**config.mk**
```make
export PLATFORM = sky130hd
export DESIGN_NAME = vend_sequencer
export DESIGN_NICKNAME = d
export VERILOG_FILES = /design/src/rtl/vend_pkg.sv /design/src/rtl/vend_inventory.sv /design/src/rtl/vend_sequencer.sv
export SDC_FILE = /design/constraint.sdc
export NUM_CORES = 1
export LEC_CHECK = 0
export CAP_MARGIN = 20
export CORE_ASPECT_RATIO = 0.7
export CORE_MARGIN = 1
export CORE_UTILIZATION = 57
export DETAILED_ROUTE_END_ITERATION = 10
export GPL_ROUTABILITY_DRIVEN = 0
export GPL_TIMING_DRIVEN = 0
export PLACE_DENSITY_LB_ADDON = 0.2
export SLEW_MARGIN = 15
export SYNTH_ARGS = -nofsm -noshare
export SYNTH_HDL_FRONTEND = slang
export SYNTH_SLANG_ARGS = --single-unit
```
**constraint.sdc**
```tcl
create_clock -name clk -period 2.6 [get_ports clk]
set_input_delay 0.65 -clock clk [delete_from_list [all_inputs] [get_ports clk]]
set_output_delay 0.65 -clock clk [all_outputs]
set_load 0.03 [all_outputs]
```
**src/rtl/vend_pkg.sv**
```systemverilog
// Shared definitions for the vending transaction sequencer and its inventory bank.
`default_nettype none

package vend_pkg;

  typedef enum logic [1:0] {
    ST_SELECT = 2'b00,
    ST_PAY    = 2'b01,
    ST_VEND   = 2'b10,
    ST_CANCEL = 2'b11
  } state_e;

  localparam int NUM_ITEMS_DEF  = 8;
  localparam int INV_W_DEF      = 4;
  localparam int INIT_STOCK_DEF = 5;
  // Item index width is also used by the payment block
  localparam int IDX_W          = 4;

endpackage

`default_nettype wire

```
**src/rtl/vend_inventory.sv**
```systemverilog
// Per-item inventory counter bank: absolute restock writes, saturating decrement, combinational read.
`default_nettype none

module vend_inventory
  import vend_pkg::*;
#(
  parameter int NUM_ITEMS  = NUM_ITEMS_DEF,
  parameter int INV_W      = INV_W_DEF,
  parameter int INIT_STOCK = INIT_STOCK_DEF
) (
  input  logic             clk,
  input  logic             rst,
  input  logic             i_wr_en,
  input  logic [IDX_W-1:0] i_wr_idx,
  input  logic [INV_W-1:0] i_wr_data,
  input  logic             i_dec_en,
  input  logic [IDX_W-1:0] i_dec_idx,
  input  logic [IDX_W-1:0] i_rd_idx,
  output logic [INV_W-1:0] o_rd_count
);

  logic [INV_W-1:0] r_count [NUM_ITEMS];

  // A restock landing on the item being decremented overrides the decrement
  always_ff @(posedge clk or posedge rst) begin
    if (rst) begin
      for (int i = 0; i < NUM_ITEMS; i++) begin
        r_count[i] <= INV_W'(INIT_STOCK);
      end
    end else begin
      for (int i = 0; i < NUM_ITEMS; i++) begin
        if (i_wr_en && (i_wr_idx == IDX_W'(i))) begin
          r_count[i] <= i_wr_data;
        end else if (i_dec_en && (i_dec_idx == IDX_W'(i)) && (r_count[i] != '0)) begin
          r_count[i] <= r_count[i] - INV_W'(1);
        end
      end
    end
  end

  always_comb begin
    o_rd_count = '0;
    for (int i = 0; i < NUM_ITEMS; i++) begin
      if (i_rd_idx == IDX_W'(i)) begin
        o_rd_count = r_count[i];
      end
    end
  end

endmodule

`default_nettype wire

```
**src/rtl/vend_sequencer.sv**
```systemverilog
// Vending transaction sequencer: selection, payment timeout, vend/cancel handshakes with the payment block.
`default_nettype none

module vend_sequencer
  import vend_pkg::*;
#(
  parameter int NUM_ITEMS  = NUM_ITEMS_DEF,
  parameter int INV_W      = INV_W_DEF,
  parameter int INIT_STOCK = INIT_STOCK_DEF,
  parameter int TIMEOUT    = 200
) (
  input  logic             clk,
  input  logic             rst,
  input  logic             select_valid,
  input  logic [IDX_W-1:0] select_idx,
  input  logic             cancel_req,
  input  logic             restock_valid,
  input  logic [IDX_W-1:0] restock_idx,
  input  logic [INV_W-1:0] restock_count,
  input  logic             changeState,
  output logic             changeStateDone,
  input  logic             reduceInventory,
  output logic             reduceInventoryDone,
  output logic             cancelled,
  input  logic             cancelledDone,
  output logic [1:0]       state,
  output logic [IDX_W-1:0] curIndex,
  output logic             vend_pulse,
  output logic             sold_out
);

  localparam logic [7:0] C_TMO_LAST = 8'(TIMEOUT - 1);

  state_e           r_state;
  logic [IDX_W-1:0] r_cur_idx;
  logic [7:0]       r_timer;
  logic             r_rid_done;
  logic             r_cs_done;
  logic             r_cancelled;
  logic             r_vend_pulse;
  logic             r_sold_out;

  logic             w_sel_in_range;
  logic             w_rst_in_range;
  logic             w_purchase;
  logic [INV_W-1:0] w_sel_count;

  assign w_sel_in_range = int'(select_idx) < NUM_ITEMS;
  assign w_rst_in_range = int'(restock_idx) < NUM_ITEMS;
  // Purchase is accepted only on a fresh request, never on one already acknowledged
  assign w_purchase     = (r_state == ST_PAY) && reduceInventory && !r_rid_done;

  vend_inventory #(
    .NUM_ITEMS  (NUM_ITEMS),
    .INV_W      (INV_W),
    .INIT_STOCK (INIT_STOCK)
  ) u_inv (
    .clk        (clk),
    .rst        (rst),
    .i_wr_en    (restock_valid && w_rst_in_range),
    .i_wr_idx   (restock_idx),
    .i_wr_data  (restock_count),
    .i_dec_en   (w_purchase),
    .i_dec_idx  (r_cur_idx),
    .i_rd_idx   (select_idx),
    .o_rd_count (w_sel_count)
  );

  always_ff @(posedge clk or posedge rst) begin
    if (rst) begin
      r_state      <= ST_SELECT;
      r_cur_idx    <= '0;
      r_timer      <= '0;
      r_rid_done   <= 1'b0;
      r_cs_done    <= 1'b0;
      r_cancelled  <= 1'b0;
      r_vend_pulse <= 1'b0;
      r_sold_out   <= 1'b0;
    end else begin
      r_cs_done    <= changeState;
      r_vend_pulse <= 1'b0;
      r_sold_out   <= 1'b0;
      case (r_state)
        ST_SELECT: begin
          if (select_valid && w_sel_in_range) begin
            if (w_sel_count == '0) begin
              r_sold_out <= 1'b1;
            end else begin
              r_cur_idx <= select_idx;
              r_timer   <= '0;
              r_state   <= ST_PAY;
            end
          end
        end
        ST_PAY: begin
          r_timer <= r_timer + 8'd1;
          if (w_purchase) begin
            r_state      <= ST_VEND;
            r_vend_pulse <= 1'b1;
            r_rid_done   <= 1'b1;
          end else if (cancel_req || (r_timer == C_TMO_LAST)) begin
            r_state     <= ST_CANCEL;
            r_cancelled <= 1'b1;
          end
        end
        ST_VEND: begin
          if (!reduceInventory) begin
            r_rid_done <= 1'b0;
            r_state    <= ST_SELECT;
          end
        end
        ST_CANCEL: begin
          if (cancelledDone && r_cancelled) begin
            r_cancelled <= 1'b0;
          end else if (!cancelledDone && !r_cancelled) begin
            r_state <= ST_SELECT;
          end
        end
        default: r_state <= ST_SELECT;
      endcase
    end
  end

  assign state               = r_state;
  assign curIndex            = r_cur_idx;
  assign changeStateDone     = r_cs_done;
  assign reduceInventoryDone = r_rid_done;
  assign cancelled           = r_cancelled;
  assign vend_pulse          = r_vend_pulse;
  assign sold_out            = r_sold_out;

endmodule

`default_nettype wire
```
==> impl_results.md <==
- Starting density of the core: 0.615
- Synthesized area: 3040 um2
- Fraction of layout cells with a size suffix above 1: 0.140
- Worst Path Arrival: 2730 ps
- Seq/Total Area, Yosys: 0.427
- Dpl ws: -611 ps
- Worst VDD drop: about 0.00045 V
- PortBufs: 26
- H-tree Lvls: 2
- Slowest stage cell, crit path: or4b_2
- Synth cell types: 48
- Min-Delay Endpoint: r_timer[0]$_DFFE_PP0P_
- Die Width: approximately 89 um
- Global-route wire length before repair: 11600 um
- Pwr Total: ~0.0031 W
- Fmax: 0.397 GHz
- DR iter-0 viols: 166
- Area growth from synthesis to layout: 17.8%
- Cells on worst reg2reg path: 8
- Critical Path Fanout Max: 5
- RSZ-0062 raised after global routing: no
- Dominant cells by area after synthesis: dfrtp_1, dfstp_2, xnor2_1
- Post-synth EDFFs: 0
- I/O pin count: 31
- Post-route ant nets: 0
- Rows: 21
- CTS Buffer Depth: 2
- Measured slew at the worst slew-check pin: 780 ps
- Vias per Instance: 5.66
- Syn avg cell area: around 9 um2
- Mapped Cells: 340
- Worst path buffer plus inverter count: 3
- Vias in the first global route: 2414
- Wirelength per Cell: roughly 16 um
- Most frequent cell after synthesis: nor2_1
- Final-report hold violation count: 0
- Critical path type: in2reg
- Max cap viols: 0
- List of most frequent post-synthesis cells: nor2_1, dfrtp_1, nand2_1, o21ai_0, inv_1
- Final wirelength: 6930 um
- Dpl hpwl: 5040 um
- Setup slack after layout: 81.8 ps
- Slew Viols, Final: 0
- Pre-antenna DRT Iters: 4
- Filler instances: 403
- Residual DRC: 0
- CP delay by family, top: compound AO/OA/AOI/OAI gates
- Hold Path Class: reg2reg
- Asr flop ratio synth: 1.00
- Total core area: between 4000 and 5000 um2
- Grt ovf: 0
- Period minus WS final: around 2500 ps
- Setup TNS: 0 ps
- Die area: 5630 um2
- Initial antenna violation count: 0
- PD cells: ~870 nW/um2
- CTS tree: built
- Fraction of the cycle the final worst path needs: 0.969
- Root buffer cell: clkbuf_8
- Clk Latency, worst-skew pair: approximately 300 ps
- CTS buffer count: 5
- Largest net degree at the start of global routing: 30
- Post-synth top area cell: dfrtp_1
- Clk_skew: slightly above 7 ps
- All-Layer GR Usage: 0.271
- Syn Nets: 369
- Worst hold slack: approximately 530 ps
- CTS clk-pin slew, worst paths: 90 ps
- Hold path startpoint: r_timer[0]$_DFFE_PP0P_
- CP startpoint: select_idx[0]
- RR Endpoint: r_timer[6]$_DFFE_PP0P_
- Synth warn: 0
- Die extent in y: 63.1 um
- Worst path max stage delay: between 600 and 700 ps
- CP endpoint kind: flip-flop
- DP Cell Count: about 440
- CP Data Required Time: 2810 ps
- Worst r2r src: u_inv.r_count[27]$_DFFE_PP0P_
- Overall via count from detail_route: 2532
- Leakage power: 1.43 nW
- Clock sink count: between 50 and 60
- Cells along the critical path: dlygate4sd2_1 > or4b_2 > a21oi_2 > o31ai_1 > a21oi_2 > nor4_4 > buf_4 > buf_4 > o21ai_0
- Number of antenna diodes: 0
- Most used DFF post-synth: dfrtp_1
- Relative slew margins: 0.479
- Final cell count without fillers: 447
- Final setup vio count: 0
- Hold depth: 1
- Startpoint types: input pin
- NumNets Final: between 400 and 500
- Synth top area share: 0.288
- R2R Setup Slk: 260 ps
- Cts hold-fix bufs: 0
- Status: completed
- Synth Register Bits: 51
[area by class of cell]
type / count / area (um2) / share of cell area
timing repair buffer: 30 / 309 / 0.0864
clock inverter: 2 / 35.0 / 0.00979
sequential: 51 / 1300 / 0.362
tap: 69 / 86.3 / 0.0241
clock buffer: 6 / 82.6 / 0.0231
multi-input combinational: 251 / 1610 / 0.451
inverter: 25 / 93.8 / 0.0262
buffer: 13 / 61.3 / 0.0171
[sequential cells by signal (all words and copies together), names as in the netlist]
signal               flops
u_inv.r_count           32
vend_pulse               1
r_timer                  8
changeStateDone          1
cancelled                1
curIndex                 4
sold_out                 1
state                    2
reduceInventoryDone      1
[worst max path at each step]
stage / to / slack, ps / cells after the start
CTS: u_inv.r_count[13]$_DFFE_PP0P_ / 30 / 7
detailed placement: curIndex[1]$_DFFE_PP0P_ / -610 / 8
global placement: curIndex[2]$_DFFE_PP0P_ / -590 / 8
global route: r_timer[6]$_DFFE_PP0P_ / 2 / 10
floorplan: curIndex[2]$_DFFE_PP0P_ / 300 / 6
finish: r_timer[6]$_DFFE_PP0P_ / 80 / 9
[cell families after synthesis]
kind of cell             Yosys count  share of synthesized area
multiplexers                       7                     0.0251
XOR/XNOR                          25                     0.0721
AO/OA/AOI/OAI                     74                      0.142
buffers and inverters             38                     0.0502
AND/OR/NAND/NOR                  136                      0.247
adder cells (fa/ha/maj)            9                     0.0371
flip-flops                        51                      0.427
[repair_timing]
item	CTS	global route
endpoints found under the setup margin	12	23
gates resized for setup	3	8
pin swaps	1	1
buffers inserted	3	0
[cell usage in the layout, fill, tap and decap left out, types with 6 or more instances in the layout]
| cell | instances |
|---|---|
| o21ai_0 | 31 |
| a21oi_1 | 22 |
| ha_1 | 9 |
| clkbuf_8 | 6 |
| dfrtp_1 | 35 |
| inv_1 | 24 |
| clkdlybuf4s50_1 | 22 |
| nand2_1 | 35 |
| nand2b_1 | 6 |
| dfstp_2 | 16 |
| nor3_1 | 9 |
| xnor2_1 | 20 |
| nor2_1 | 38 |
[power by group]
| group | internal [W] | switching, W |
|---|---|---|
| combinational | 0.000498 | 0.000589 |
| sequential | 0.00113 | 0.000324 |
| clock | 0.000312 | 0.000264 |
[layer usage]
| layer | wire (um) | track usage | up-vias | share of wire |
|---|---|---|---|---|
| met3 | 320 | 0.0498 | 10 | 0.046 |
| met5 | 0 | 0 | - | 0 |
| met4 | 70 | 0.0694 | 0 | 0.010 |
| met2 | 3120 | 0.396 | 54 | 0.45 |
| met1 | 3420 | 0.413 | 1216 | 0.49 |
| li1 | - | - | 1252 | - |
[through the flow]
step | cell area, um2 | util
floorplan | 3040 | -
global placement | 3380 | 0.685
detailed placement | 3400 | 0.689
CTS | 3550 | 0.719
global route | 3580 | 0.724
finish | 3580 | 0.724
(Power assumes the default switching activity.)
